--- config.mk ---
export PLATFORM = sky130hd
export DESIGN_NAME = seq_detect_param
export DESIGN_NICKNAME = d
export VERILOG_FILES = /design/src/rtl/seq_detect_pkg.sv /design/src/rtl/seq_hist_shreg.sv /design/src/rtl/seq_detect_param.sv
export SDC_FILE = /design/constraint.sdc
export NUM_CORES = 1
export LEC_CHECK = 0
export CAP_MARGIN = 20
export CORE_MARGIN = 3
export CORE_UTILIZATION = 53
export DETAILED_ROUTE_END_ITERATION = 6
export HOLD_SLACK_MARGIN = 0.02
export MAX_ROUTING_LAYER = met4
export PLACE_DENSITY = 0.83
export SLEW_MARGIN = 10
export SYNTH_ARGS = -nofsm -noshare
export SYNTH_HDL_FRONTEND = slang
export SYNTH_SLANG_ARGS = --single-unit
--- constraint.sdc ---
create_clock -name clk -period 4.5 [get_ports clk]
set_input_delay 0.9 -clock clk [delete_from_list [all_inputs] [get_ports clk]]
set_output_delay 0.9 -clock clk [all_outputs]
set_load 0.01 [all_outputs]
--- src/rtl/seq_detect_pkg.sv ---
// Shared types and helpers for the parametrised serial-pattern detector.
// State encodings are fixed so the debug state port decodes the same in every build.
package seq_detect_pkg;

   localparam int STATE_W = 2;

   typedef enum logic [STATE_W-1:0] {
      S_EMPTY = 2'd0,
      S_FILL  = 2'd1,
      S_FULL  = 2'd2,
      S_MATCH = 2'd3
   } state_t;

   // Width needed to count 0..pat_w valid history bits.
   function automatic int fill_w(input int pat_w);
      return $clog2(pat_w + 1);
   endfunction

endpackage

--- src/rtl/seq_hist_shreg.sv ---
// History shift register with a saturating count of valid bits.
// flush alone empties the history; flush with shift restarts it holding only x.
module seq_hist_shreg #(
   parameter int PAT_W  = 4,
   parameter int FILL_W = 3
) (
   input  logic              clk,
   input  logic              reset_n,
   input  logic              shift,
   input  logic              flush,
   input  logic              x,
   output logic [PAT_W-1:0]  hist,
   output logic [FILL_W-1:0] fill
);

   localparam logic [FILL_W-1:0] FILL_MAX = FILL_W'(PAT_W);

   always_ff @(posedge clk or negedge reset_n) begin
      if (!reset_n) begin
         hist <= '0;
         fill <= '0;
      end else if (flush && shift) begin
         hist <= {{(PAT_W-1){1'b0}}, x};
         fill <= FILL_W'(1);
      end else if (flush) begin
         hist <= '0;
         fill <= '0;
      end else if (shift) begin
         hist <= {hist[PAT_W-2:0], x};
         if (fill != FILL_MAX)
            fill <= fill + FILL_W'(1);
      end
   end

endmodule

--- src/rtl/seq_detect_param.sv ---
// Moore detector for a run-time-loadable PAT_W-bit pattern with a saturating match count.
// Define SEQ_DETECT_PARITY_EN to add the ones_odd parity output.
module seq_detect_param
   import seq_detect_pkg::*;
#(
   parameter int PAT_W = 4,
   parameter int CNT_W = 8
) (
   input  logic                      clk,
   input  logic                      reset_n,
   input  logic                      x,
   input  logic                      x_valid,
   input  logic [PAT_W-1:0]          pattern,
   input  logic                      pattern_ld,
   input  logic                      overlap,
   input  logic                      clear,
   output logic                      y,
   output logic [CNT_W-1:0]          match_count,
   output logic [fill_w(PAT_W)-1:0]  fill,
`ifdef SEQ_DETECT_PARITY_EN
   output logic                      ones_odd,
`endif
   output logic [STATE_W-1:0]        state_dbg
);

   localparam int FILL_W = fill_w(PAT_W);

   // Input handshake: x is consumed on a rising edge only when x_valid is high and
   // neither clear nor pattern_ld is asserted; there is no back-pressure.

   state_t            state;
   state_t            state_nx;
   logic [PAT_W-1:0]  pat_reg;
   logic [PAT_W-1:0]  hist;
   logic [PAT_W-1:0]  hist_nx;
   logic              restart;
   logic              full_nx;
   logic              match;
   logic              shift;
   logic              flush;
   logic              restart_req;

   seq_hist_shreg #(
      .PAT_W  (PAT_W),
      .FILL_W (FILL_W)
   ) u_hist (
      .clk     (clk),
      .reset_n (reset_n),
      .shift   (shift),
      .flush   (flush),
      .x       (x),
      .hist    (hist),
      .fill    (fill)
   );

   assign restart_req = clear || pattern_ld;

   always_comb begin
      // Non-overlap mode leaving S_MATCH treats the history as empty first.
      restart  = (state == S_MATCH) && !overlap;
      hist_nx  = restart ? {{(PAT_W-1){1'b0}}, x} : {hist[PAT_W-2:0], x};
      full_nx  = !restart && (fill >= FILL_W'(PAT_W-1));
      match    = !restart_req && x_valid && full_nx && (hist_nx == pat_reg);
      shift    = 1'b0;
      flush    = 1'b0;
      state_nx = state;
      if (restart_req) begin
         flush    = 1'b1;
         state_nx = S_EMPTY;
      end else if (x_valid) begin
         shift = 1'b1;
         flush = restart;
         if (match)
            state_nx = S_MATCH;
         else if (full_nx)
            state_nx = S_FULL;
         else
            state_nx = S_FILL;
      end else begin
         case (state)
            S_MATCH: begin
               if (overlap) begin
                  state_nx = S_FULL;
               end else begin
                  state_nx = S_EMPTY;
                  flush    = 1'b1;
               end
            end
            S_EMPTY, S_FILL, S_FULL: state_nx = state;
            default: state_nx = S_EMPTY;
         endcase
      end
   end

   always_ff @(posedge clk or negedge reset_n) begin
      if (!reset_n) begin
         state       <= S_EMPTY;
         y           <= 1'b0;
         pat_reg     <= '0;
         match_count <= '0;
      end else begin
         state <= state_nx;
         y     <= (state_nx == S_MATCH);
         if (pattern_ld)
            pat_reg <= pattern;
         if (clear)
            match_count <= '0;
         else if (match && (match_count != {CNT_W{1'b1}}))
            match_count <= match_count + CNT_W'(1);
      end
   end

`ifdef SEQ_DETECT_PARITY_EN
   always_ff @(posedge clk or negedge reset_n) begin
      if (!reset_n)
         ones_odd <= 1'b0;
      else if (restart_req)
         ones_odd <= 1'b0;
      else if (x_valid && x)
         ones_odd <= ~ones_odd;
   end
`endif

   assign state_dbg = state;

endmodule

# == Yosys cells after proc, flatten, opt, wreduce, memory -nomap -nowiden ==
# Index checks and enable logic that the tools add are counted.
# word_totals
output_inout_bits,14
in_bits,11
ff_bits,21
# classes
mux,22
reduce_logical,17
magnitude_cmp,1
eq_ne,7
add_sub_neg,2
# ops
cell,count
two-way mux 3 bit,7
two-way mux 8 bit,2
two-way mux 2 bit,5
adder 8 x 1 -> 8 bit (second input constant),1
inequality test 8 bit (second input constant),1
logical AND 1 bit,7
== test 2 bit (second input constant),3
two-way mux 1 bit,6
nonzero test 3 bit,2
== test 4 bit,1
two-way mux 4 bit,1
one-hot mux 2 bit (2 select lines),1
adder 3 x 1 -> 3 bit (second input constant),1
>= comparator 3 x 2 -> 1 bit (second input constant),1
logical NOT 1 bit,3
inequality test 3 bit (second input constant),1
OR reduction 3 bit,1
== test 2 x 1 -> 1 bit (second input constant),1
logical NOT 2 bit,1
AND reduction 2 bit,1
nonzero test 2 bit,1
logical OR 1 bit,1

# == Depth between registers and ports, before layout ==
# depth
ltp_word,10
ltp_mapped,8
depth_no_buf,7

# == Cells and area by module ==
# Synthesis repeated with hierarchy kept, for this count alone.
# unflattened
hier_cells,105
area_unflattened_um2,1164.9
# by_module_without_submodules
module,seq_area_each_um2,cells_per_inst,area_per_inst_um2,n_inst
seq_detect_param,375.4,74,810.8,1
seq_hist_shreg,175.2,31,354.1,1

# == Least setup slack after synthesis ==
# OpenSTA, ideal clock, no wires.
# synth_path
kind,input to register
start,input port clear
end,register match_count[3]
setup_slack_ns,1.970
required_ns,4.423
cell_stages,7
arrival_ns,2.452
n_path_buf,2
path_cell_list,buf_6 -> or2_4 -> nor4_4 -> nand3_2 -> buf_6 -> or4_1 -> a21oi_1
# synth_via
elab_chain_len,7
word_cells_on_any_way,8
# synth_rtl
element,line_no,source
"start, declared",seq_detect_param.sv:16,"input logic clear,"
logical OR 1 bit,seq_detect_param.sv:56,assign restart_req = clear || pattern_ld;
logical NOT 1 bit,seq_detect_param.sv:63,match = !restart_req && x_valid && full_nx && (hist_nx == pat_reg);
logical AND 1 bit (3 in series),seq_detect_param.sv:63,
logical AND 1 bit,seq_detect_param.sv:108,else if (match && (match_count != {CNT_W{1'b1}}))
nonzero test 2 bit (no line),--,
"end signal, assigned",seq_detect_param.sv:109,match_count <= match_count + CNT_W'(1);
"end, declared",seq_detect_param.sv:18,"output logic [CNT_W-1:0] match_count,"
# Several ways; a longest one is shown, not always the timed one.
# A chain may end at the register's enable or synchronous reset.

# == Final worst setup path ==
# Ends and elaborated chain as after synthesis.

==> flow_summary.json <==
{
  "finalSetupViolations": 0,
  "post_cts_buffers": 0,
  "cts_sinks": 21,
  "synth-compound-area-share": 0.157,
  "placed_cell_area_sq_um": 1410,
  "start_util": 0.577,
  "overflow": 0,
  "total_power_mw": 0.329,
  "ant_nets": 0,
  "leakage_nw": 0.562,
  "cts_tree": "built",
  "min_from": "pat_reg[2]",
  "grt_pass1_vias": 976,
  "synth_xor_area_frac": 0.0225,
  "drt-total-wl_microns": 2340,
  "final-max-slew-violation-count": 0,
  "finalSetupTns_ps": 0,
  "r2r-end": "match_count[3]",
  "cts.clk_slew.worst_paths_ps": 110,
  "period_minus_slack_ps": 2940,
  "finalHoldViolCount": 0,
  "critPathCaptureType": "register",
  "yosys.area_share.simple": 0.225,
  "cap_violations": 0,
  "wl_per_cell_microns": 13.8,
  "antenna_found_initial": 0,
  "avgSynthCellArea_sq_um": 9.88,
  "r2r.worst_path.cells": 5,
  "start_kind": "input pin",
  "die_h_microns": 52.9,
  "cts_buffers": 3,
  "relSlewSlack": 0.374,
  "netlist_area_sq_um": 1170,
  "diodes": 0,
  "hold_path_end": "pat_reg[2]",
  "synth_top_family_by_area": "simple AND/OR/NAND/NOR gates",
  "portBuffers": 24,
  "syn_nets": 133,
  "critPathArrivalTime_ps": 3170,
  "tightest_slew_ps": 936,
  "ys_seq_elements": 21,
  "grt_pass1_wl_microns": 4140,
  "vias_per_cell": 5.95,
  "cp.required_ps": 4730,
  "cts.path.max_buffers": 2,
  "die_w_microns": 52.9,
  "nNetsFinal": 158,
  "worst-setup-path-type": "input pin to register",
  "io_pins": 25,
  "fin_skew_ps": 4.25,
  "seq_area_frac_synth": 0.451,
  "rows": 16,
  "syn_inst": 118,
  "grt_max_degree": 22,
  "yosys_warnings": 0,
  "max_freq_mhz": 340,
  "final_area_sq_um": 1440,
  "num-fill-cells": 158,
  "rsz0062_at_grt": "no",
  "muxShareOfSynthArea": 0.0558,
  "drt_iter0_markers": 28,
  "ctsRootBufferMaster": "clkbuf_4",
  "largest_reg_flops": 8,
  "firstDrtPassIters": 4,
  "drive_gt1_frac": 0.0845,
  "drc": 0,
  "multi_input_area_sq_um": 587,
  "min_path_cells": 1,
  "htreeDepth": 1,
  "r2r_slack_ps": 2380,
  "gr-usage-all-layers": 0.203,
  "ir_drop_mv": 0.186,
  "pwr_density_cell_nw_per_um2": 229,
  "die_area_sq_um": 2800,
  "coreArea_sq_um": 2020,
  "cts_hold_buf": 0,
  "synthAdderAreaFrac": 0.0429,
  "final_cell_mix": "clkdlybuf4s50_1 (24), dfrtp_1 (21), a21oi_1 (15)",
  "dp_cells": 165,
  "r2r-start": "state_dbg[1]",
  "final_cells": 169,
  "register_area_sq_um": 526,
  "final_common_cell": "clkdlybuf4s50_1",
  "hold_class": "register to register",
  "area_growth_pct": 23.1,
  "vias": 1005,
  "status": "finished, final reports clean",
  "clk_latency_ps": 300,
  "gp_congestion": 0.855,
  "startpoint": "clear",
  "critical_path.max_fanout": 11,
  "ys_types": 37,
  "fin_crit_sh": 0.654,
  "ctsResizeCount": 0
}
-- cells by family after synthesis --
family / count (synthesis)
and+or+nand+nor: 43
AOI/OAI and AO/OA: 31
DFF: 21
buffers and inverters: 10
muxes: 6
adders and majority gates: 4
xor gates and xnor gates: 3
-- where the power goes --
part           leakage, nW  internal [mW]  total, mW  switching, mW
clock network       0.0150         0.0346     0.0898         0.0552
registers            0.283          0.194      0.199        0.00527
logic                0.264         0.0197     0.0403         0.0206
total                0.562          0.248      0.329         0.0811
-- layout make-up --
type                            count  area share
Inverter                            6      0.0157
Clock buffer                        4      0.0183
Multi-Input combinational cell     87       0.409
Sequential cell                    21       0.366
Tap cell                           27      0.0235
Timing Repair Buffer               24       0.167
-- layer usage --
layer / track usage / vias up / wire [microns]
met5: - / - / 0
met4: 0.0723 / 0 / 30
met3: 0.0254 / 5 / 139
met2: 0.322 / 45 / 1080
met1: 0.268 / 475 / 1090
li1: - / 480 / -
-- cell usage after synthesis --
master | count | area (sq um)
o21a_1 | 1 | 7.51
o211ai_1 | 1 | 7.51
nor3_1 | 1 | 5.00
xnor2_1 | 1 | 8.76
and3_1 | 1 | 6.26
nand3_1 | 6 | 30.0
or3_1 | 3 | 18.8
nand3_2 | 1 | 10.0
o21ai_0 | 6 | 30.0
mux2_2 | 4 | 45.0
nor4_4 | 1 | 21.3
xor2_1 | 2 | 17.5
nand2_1 | 8 | 30.0
o32a_1 | 1 | 10.0
inv_1 | 6 | 22.5
o31ai_1 | 4 | 30.0
nand4b_1 | 1 | 8.76
buf_6 | 2 | 22.5
buf_2 | 1 | 5.00
mux2i_1 | 2 | 20.0
nand2b_1 | 3 | 18.8
nor2_1 | 6 | 22.5
dfrtp_1 | 21 | 526
nor4bb_1 | 1 | 10.0
and3b_1 | 1 | 8.76
ha_1 | 4 | 50.1
a21oi_1 | 15 | 75.1
nand4_1 | 2 | 12.5
clkbuf_1 | 1 | 3.75
a211oi_1 | 1 | 7.51
nand3b_1 | 1 | 7.51
o32ai_1 | 1 | 8.76
nor2_2 | 1 | 6.26
or4_1 | 4 | 30.0
or2_4 | 1 | 8.76
and3_2 | 1 | 7.51
a31oi_1 | 1 | 6.26
-- stage by stage --
stage           util  setup slack [ps]  hold WS (ps)
3_3_place_gp   0.697              1400           517
6_report       0.710              1560           549
4_1_cts        0.710              1630           551
3_5_place_dp   0.697              1310           524
5_1_grt        0.710              1480           580
2_1_floorplan      -              1970           501
-- worst max-delay path by stage --
stage,cells after the start,slack [ps],endpoint
floorplan,7,1970,match_count[3]
global placement,6,1400,match_count[5]
detailed placement,6,1310,match_count[3]
CTS,6,1630,match_count[3]
global route,6,1480,match_count[5]
finish,6,1560,match_count[3]
-- worst max-delay path: stages --
cell and delay, ps:
clkdlybuf4s50_1 590, or2_4 350, nor4_4 380, nand3_2 260, or4_1 520, a21oi_1 160
Note: power is estimated with default switching activity, not from simulation.
==> variant 1: new RTL, config.mk and constraints unchanged <==
Build with the macro `SEQ_DETECT_PARITY_EN` defined.
--- a/src/rtl/seq_detect_param.sv
+++ b/src/rtl/seq_detect_param.sv
@@ -2,2 +2,4 @@
 // Define SEQ_DETECT_PARITY_EN to add the ones_odd parity output.
+`define SEQ_DETECT_PARITY_EN
+
 module seq_detect_param
Formal check against the unedited RTL (old outputs only; new: ones_odd): equivalent (Yosys induction, for registers that start in step).
==> variant 1 against the original RTL <==
Count of clock-buffer cells in the layout decreased by 1; total power rose by 23%; sequential power is 5% higher; sequential cell count up 1; wire length increased by 2.5%; fmax rose by 14%; worst setup slack improved by 0.37 ns; area after synthesis is 3.1% higher; global-route usage fell by 1.1 points; cell area up 6.7%; critical path type unchanged; critical endpoint is now match_count[5]; largest power group unchanged.
==> variant 1: results <==
metrics = {
    "status": {
        "outcome": "completed",
    },
    "synthesis": {
        "syn_nets": 135,
        "synth-seq-area-share": 0.458,
        "synth_cell_types": 39,
        "synth_common_cells": "dfrtp_1, a21oi_1, nand2_1, nor2_1",
        "ys_top_cells_by_area": "dfrtp_1, mux2_2, a21oi_1",
    },
    "clocking": {
        "cts.clk_slew.worst_paths_ns": 0.13,
        "insertion_delay_ns": 0.32,
    },
    "placed_design": {
        "numPortBuffers": 25,
        "place_area_um2": 1480,
        "place.gp.congestion": 0.826,
    },
    "global_routing": {
        "grt_pass1_vias": 920,
        "grt_max_degree": 23,
        "grt_pass1_wl_um": 3910,
        "track_usage": 0.192,
    },
    "drt": {
        "drtIter0Drc": 23,
        "via_per_inst": 5.76,
        "wl_per_cell_um": 13.8,
    },
    "sta": {
        "slew_headroom": 0.353,
        "holdWs_ns": 0.562,
    },
    "critical_path": {
        "timing.rr.start": "u_hist.fill[0]",
        "critPathMaxFanout": 13,
        "cp.arrival_ns": 2.80,
        "r2r_end": "state_dbg[0]",
        "ff2ff_path_depth": 7,
    },
    "layout": {
        "drive_above_1_share": 0.129,
        "fin_nets": 163,
    },
    "power_and_ir_drop": {
        "worst_ir_drop_vdd_mv": 0.237,
        "power.leakage_nw": 0.644,
    },
    "min_path": {
        "worstHoldEndpoint": "pat_reg[0]",
        "hp-start": "pat_reg[0]",
    },
}
-- variant 1: changes by cell type in the layout (fill, tap and decap cells not counted), sizes merged, moves of 3 or more --
cell / unedited run / this run
a21oi: 15 / 10
nor2: 7 / 10
and2: 0 / 4
nor2b: 0 / 3
mux2: 4 / 7
-- variant 1: how the worst max path moves through the flow --
stage	slack, ns	to	cells after the start
final	1.92	match_count[5]	6
after global routing	1.82	match_count[5]	6
after CTS	1.94	match_count[5]	6
after detailed placement	1.59	match_count[5]	6
after global placement	1.63	match_count[5]	6
after floorplan	2.31	match_count[5]	5
-- variant 1: cell type report --
class,count,area (um2)
well taps,27,33.8
inverters,5,18.8
flip-flops and latches,22,551
clock buffers,3,22.5
clock inverters,1,30.0
repair buffers,25,250
multi-input cells,91,626
fillers,156,531
-- variant 1: logic make-up (layout without fill, tap and decap cells) --
logic type | count (synthesis) | in the layout | share of synthesized area
and+or+nand+nor | 48 | 48 | 0.234
AOI/OAI and AO/OA | 26 | 26 | 0.133
buffers and inverters | 7 | 34 | 0.0219
xor gates and xnor gates | 4 | 4 | 0.0291
muxes | 9 | 9 | 0.0822
DFF | 22 | 22 | 0.458
adders and majority gates | 4 | 4 | 0.0416
-- variant 1: power breakdown --
part           switching (mW)  internal [mW]  total, mW
combinational          0.0228         0.0232     0.0460
clock                  0.0618         0.0902      0.152
sequential            0.00516          0.203      0.208
total                  0.0898          0.316      0.406
-- variant 1: metal layers --
metal | routed length (um) | share of wire | up-vias | global-route usage
met5 | 0 | 0 | - | -
met1 | 1110 | 0.46 | 483 | 0.237
li1 | - | - | 489 | -
met4 | 19 | 0.0079 | 0 | 0.0723
met3 | 128 | 0.053 | 4 | 0.0665
met2 | 1130 | 0.47 | 26 | 0.290
-- variant 1: stage by stage --
stage / utilization / instances / setup WS (ns) / power, mW
floorplan: - / 120 / 2.31 / 0.236
finish: 0.743 / 174 / 1.92 / 0.406
global placement: 0.717 / 170 / 1.63 / 0.257
CTS: 0.743 / 174 / 1.94 / 0.409
global route: 0.743 / 174 / 1.82 / 0.422
detailed placement: 0.717 / 170 / 1.59 / 0.258
-- variant 1: critical path, stage by stage --
cell	delay, ns
clkdlybuf4s50_1	0.66
nor2_4	0.21
and4_4	0.26
nand2_4	0.08
nor4b_1	0.32
mux2_2	0.37
==> variant 2: new RTL, same settings <==
Without the edit above. Register the inputs `pattern`, `pattern_ld`, `overlap` and `clear` before use, without a reset. The logic sees them one clock later. The other inputs are not delayed to match.
--- a/src/rtl/seq_detect_param.sv
+++ b/src/rtl/seq_detect_param.sv
@@ -26,2 +26,14 @@
    localparam int FILL_W = fill_w(PAT_W);
+
+   logic [PAT_W-1:0] pattern_q;
+   logic pattern_ld_q;
+   logic overlap_q;
+   logic clear_q;
+
+   always_ff @(posedge clk) begin
+      pattern_q    <= pattern;
+      pattern_ld_q <= pattern_ld;
+      overlap_q    <= overlap;
+      clear_q      <= clear;
+   end
 
@@ -55,3 +67,3 @@
 
-   assign restart_req = clear || pattern_ld;
+   assign restart_req = clear_q || pattern_ld_q;
 
@@ -59,3 +71,3 @@
       // Non-overlap mode leaving S_MATCH treats the history as empty first.
-      restart  = (state == S_MATCH) && !overlap;
+      restart  = (state == S_MATCH) && !overlap_q;
       hist_nx  = restart ? {{(PAT_W-1){1'b0}}, x} : {hist[PAT_W-2:0], x};
@@ -81,3 +93,3 @@
             S_MATCH: begin
-               if (overlap) begin
+               if (overlap_q) begin
                   state_nx = S_FULL;
@@ -103,5 +115,5 @@
          y     <= (state_nx == S_MATCH);
-         if (pattern_ld)
-            pat_reg <= pattern;
-         if (clear)
+         if (pattern_ld_q)
+            pat_reg <= pattern_q;
+         if (clear_q)
             match_count <= '0;
Check against the original RTL: not equivalent (Yosys sat finds a counterexample within 4 cycles, from zero or initial values and one cycle with reset_n low).
==> variant 2 against the original RTL <==
Global-route usage about the same; area after synthesis grew 9.8%; total power rose by 41%; first-iteration DRC count rose by 11%; fmax is 0.30% lower; worst setup slack worse by 0.0088 ns; sequential cell count grew 7; cell area is 10% higher; register-to-register slack got worse by 0.22 ns; highest routed layer unchanged; wire length is 13% higher; clock power up 80%; core utilization fell by 0.83 points; non-clock buffer count stayed put; final cell count up 1.8%.
==> variant 2: results <==
metrics = {
    "status": {
        "outcome": "completed",
    },
    "min_path": {
        "hold_path_class": "flop to flop",
    },
    "synthesis": {
        "synth_cell_types": 34,
        "synth_common_cells": "dfrtp_1, a21oi_1, inv_1",
        "synth_xor_area_frac": 0.0274,
        "synth-compound-area-share": 0.130,
        "synth_fa_ha_area_frac": 0.0391,
        "synth-seq-area-share": 0.520,
        "syn_nets": 135,
        "synth_mux_area_frac": 0.0684,
        "async_flop_share": 0.750,
        "ys_top_cells_by_area": "dfrtp_1, dfxtp_1, mux2_2",
    },
    "layout": {
        "fin_nets": 160,
        "drive_above_1_share": 0.0625,
    },
    "global_routing": {
        "grt_pass1_wl_um": 4350,
        "track_usage": 0.204,
        "grt_pass1_vias": 984,
    },
    "drt": {
        "vias": 1029,
        "drtIter0Drc": 31,
        "finalWirelength_um": 2630,
    },
    "power_and_ir_drop": {
        "p_sw_mw": 0.0949,
        "power.leakage_nw": 0.665,
        "worst_ir_drop_vdd_mv": 0.381,
    },
    "critical_path": {
        "timing.rr.start": "u_hist.fill[0]",
        "crit_start": "x_valid",
        "worstSetupEndpoint": "match_count[5]",
        "cp.arrival_ns": 3.18,
        "ff2ff_path_depth": 6,
    },
    "clocking": {
        "insertion_delay_ns": 0.33,
        "clock_path_buffers": 2,
        "cts.clk_slew.worst_paths_ns": 0.14,
    },
    "placed_design": {
        "place.gp.congestion": 0.885,
    },
    "sta": {
        "finClkSkew_ns": 0.00615,
        "slew_headroom": 0.380,
    },
}
## variant 2: worst max-delay path, cell delays in order
cell and delay (ns):
clkdlybuf4s50_1 0.69, inv_1 0.17, or4_1 0.69, nor4_1 0.35, mux2_2 0.38
## variant 2: power groups by stage
stage | Clock, mW | Combinational, mW | Sequential, mW
CTS | 0.168 | 0.0357 | 0.266
floorplan | 0 | 0.0195 | 0.269
global route | 0.176 | 0.0397 | 0.267
finish | 0.162 | 0.0353 | 0.266
global placement | 0 | 0.0341 | 0.270
detailed placement | 0 | 0.0355 | 0.271
## variant 2: final cells by class
class	instances	area (um2)
clock buffer	3	22.5
clock inverter	1	30.0
fill	196	673
inverter	8	30.0
multi-input combinational	80	558
sequential	28	666
tap	28	35.0
timing repair buffer	24	240
## variant 2: cell families after synthesis
kind of cell    Yosys count
simple gates             39
flops                    28
compound gates           25
buf+inv                  12
mux                       8
xor+xnor                  4
fa+ha+maj                 4
## variant 2: worst min-delay path by stage
stage / endpoint / slack [ns] / depth (start not counted) / startpoint
3_5_place_dp: pat_reg[3] / 0.45 / 1 / pattern_q[3]
6_report: pat_reg[3] / 0.48 / 1 / pattern_q[3]
3_3_place_gp: pat_reg[2] / 0.44 / 1 / pattern_q[2]
5_1_grt: pat_reg[0] / 0.51 / 1 / pattern_q[0]
4_1_cts: pat_reg[3] / 0.48 / 1 / pattern_q[3]
2_1_floorplan: pat_reg[0] / 0.44 / 1 / pattern_q[0]
## variant 2: per-layer routing
| metal | part of all wire | GRT usage | wire (um) | up-vias |
|---|---|---|---|---|
| li1 | - | - | - | 485 |
| met4 | 0.0068 | 0.0405 | 18 | 0 |
| met5 | 0 | - | 0 | - |
| met2 | 0.50 | 0.333 | 1330 | 50 |
| met1 | 0.42 | 0.250 | 1100 | 492 |
| met3 | 0.070 | 0.0617 | 184 | 2 |
## variant 2: through the flow
stage / power, mW / utilization / setup slack [ns] / instance area [um2] / std cells
6_report: 0.463 / 0.701 / 1.55 / 1580 / 172
5_1_grt: 0.483 / 0.701 / 1.47 / 1580 / 172
4_1_cts: 0.470 / 0.701 / 1.57 / 1580 / 172
3_5_place_dp: 0.306 / 0.678 / 1.20 / 1530 / 168
3_3_place_gp: 0.304 / 0.678 / 1.28 / 1530 / 168
2_1_floorplan: 0.288 / - / 1.93 / 1280 / 120
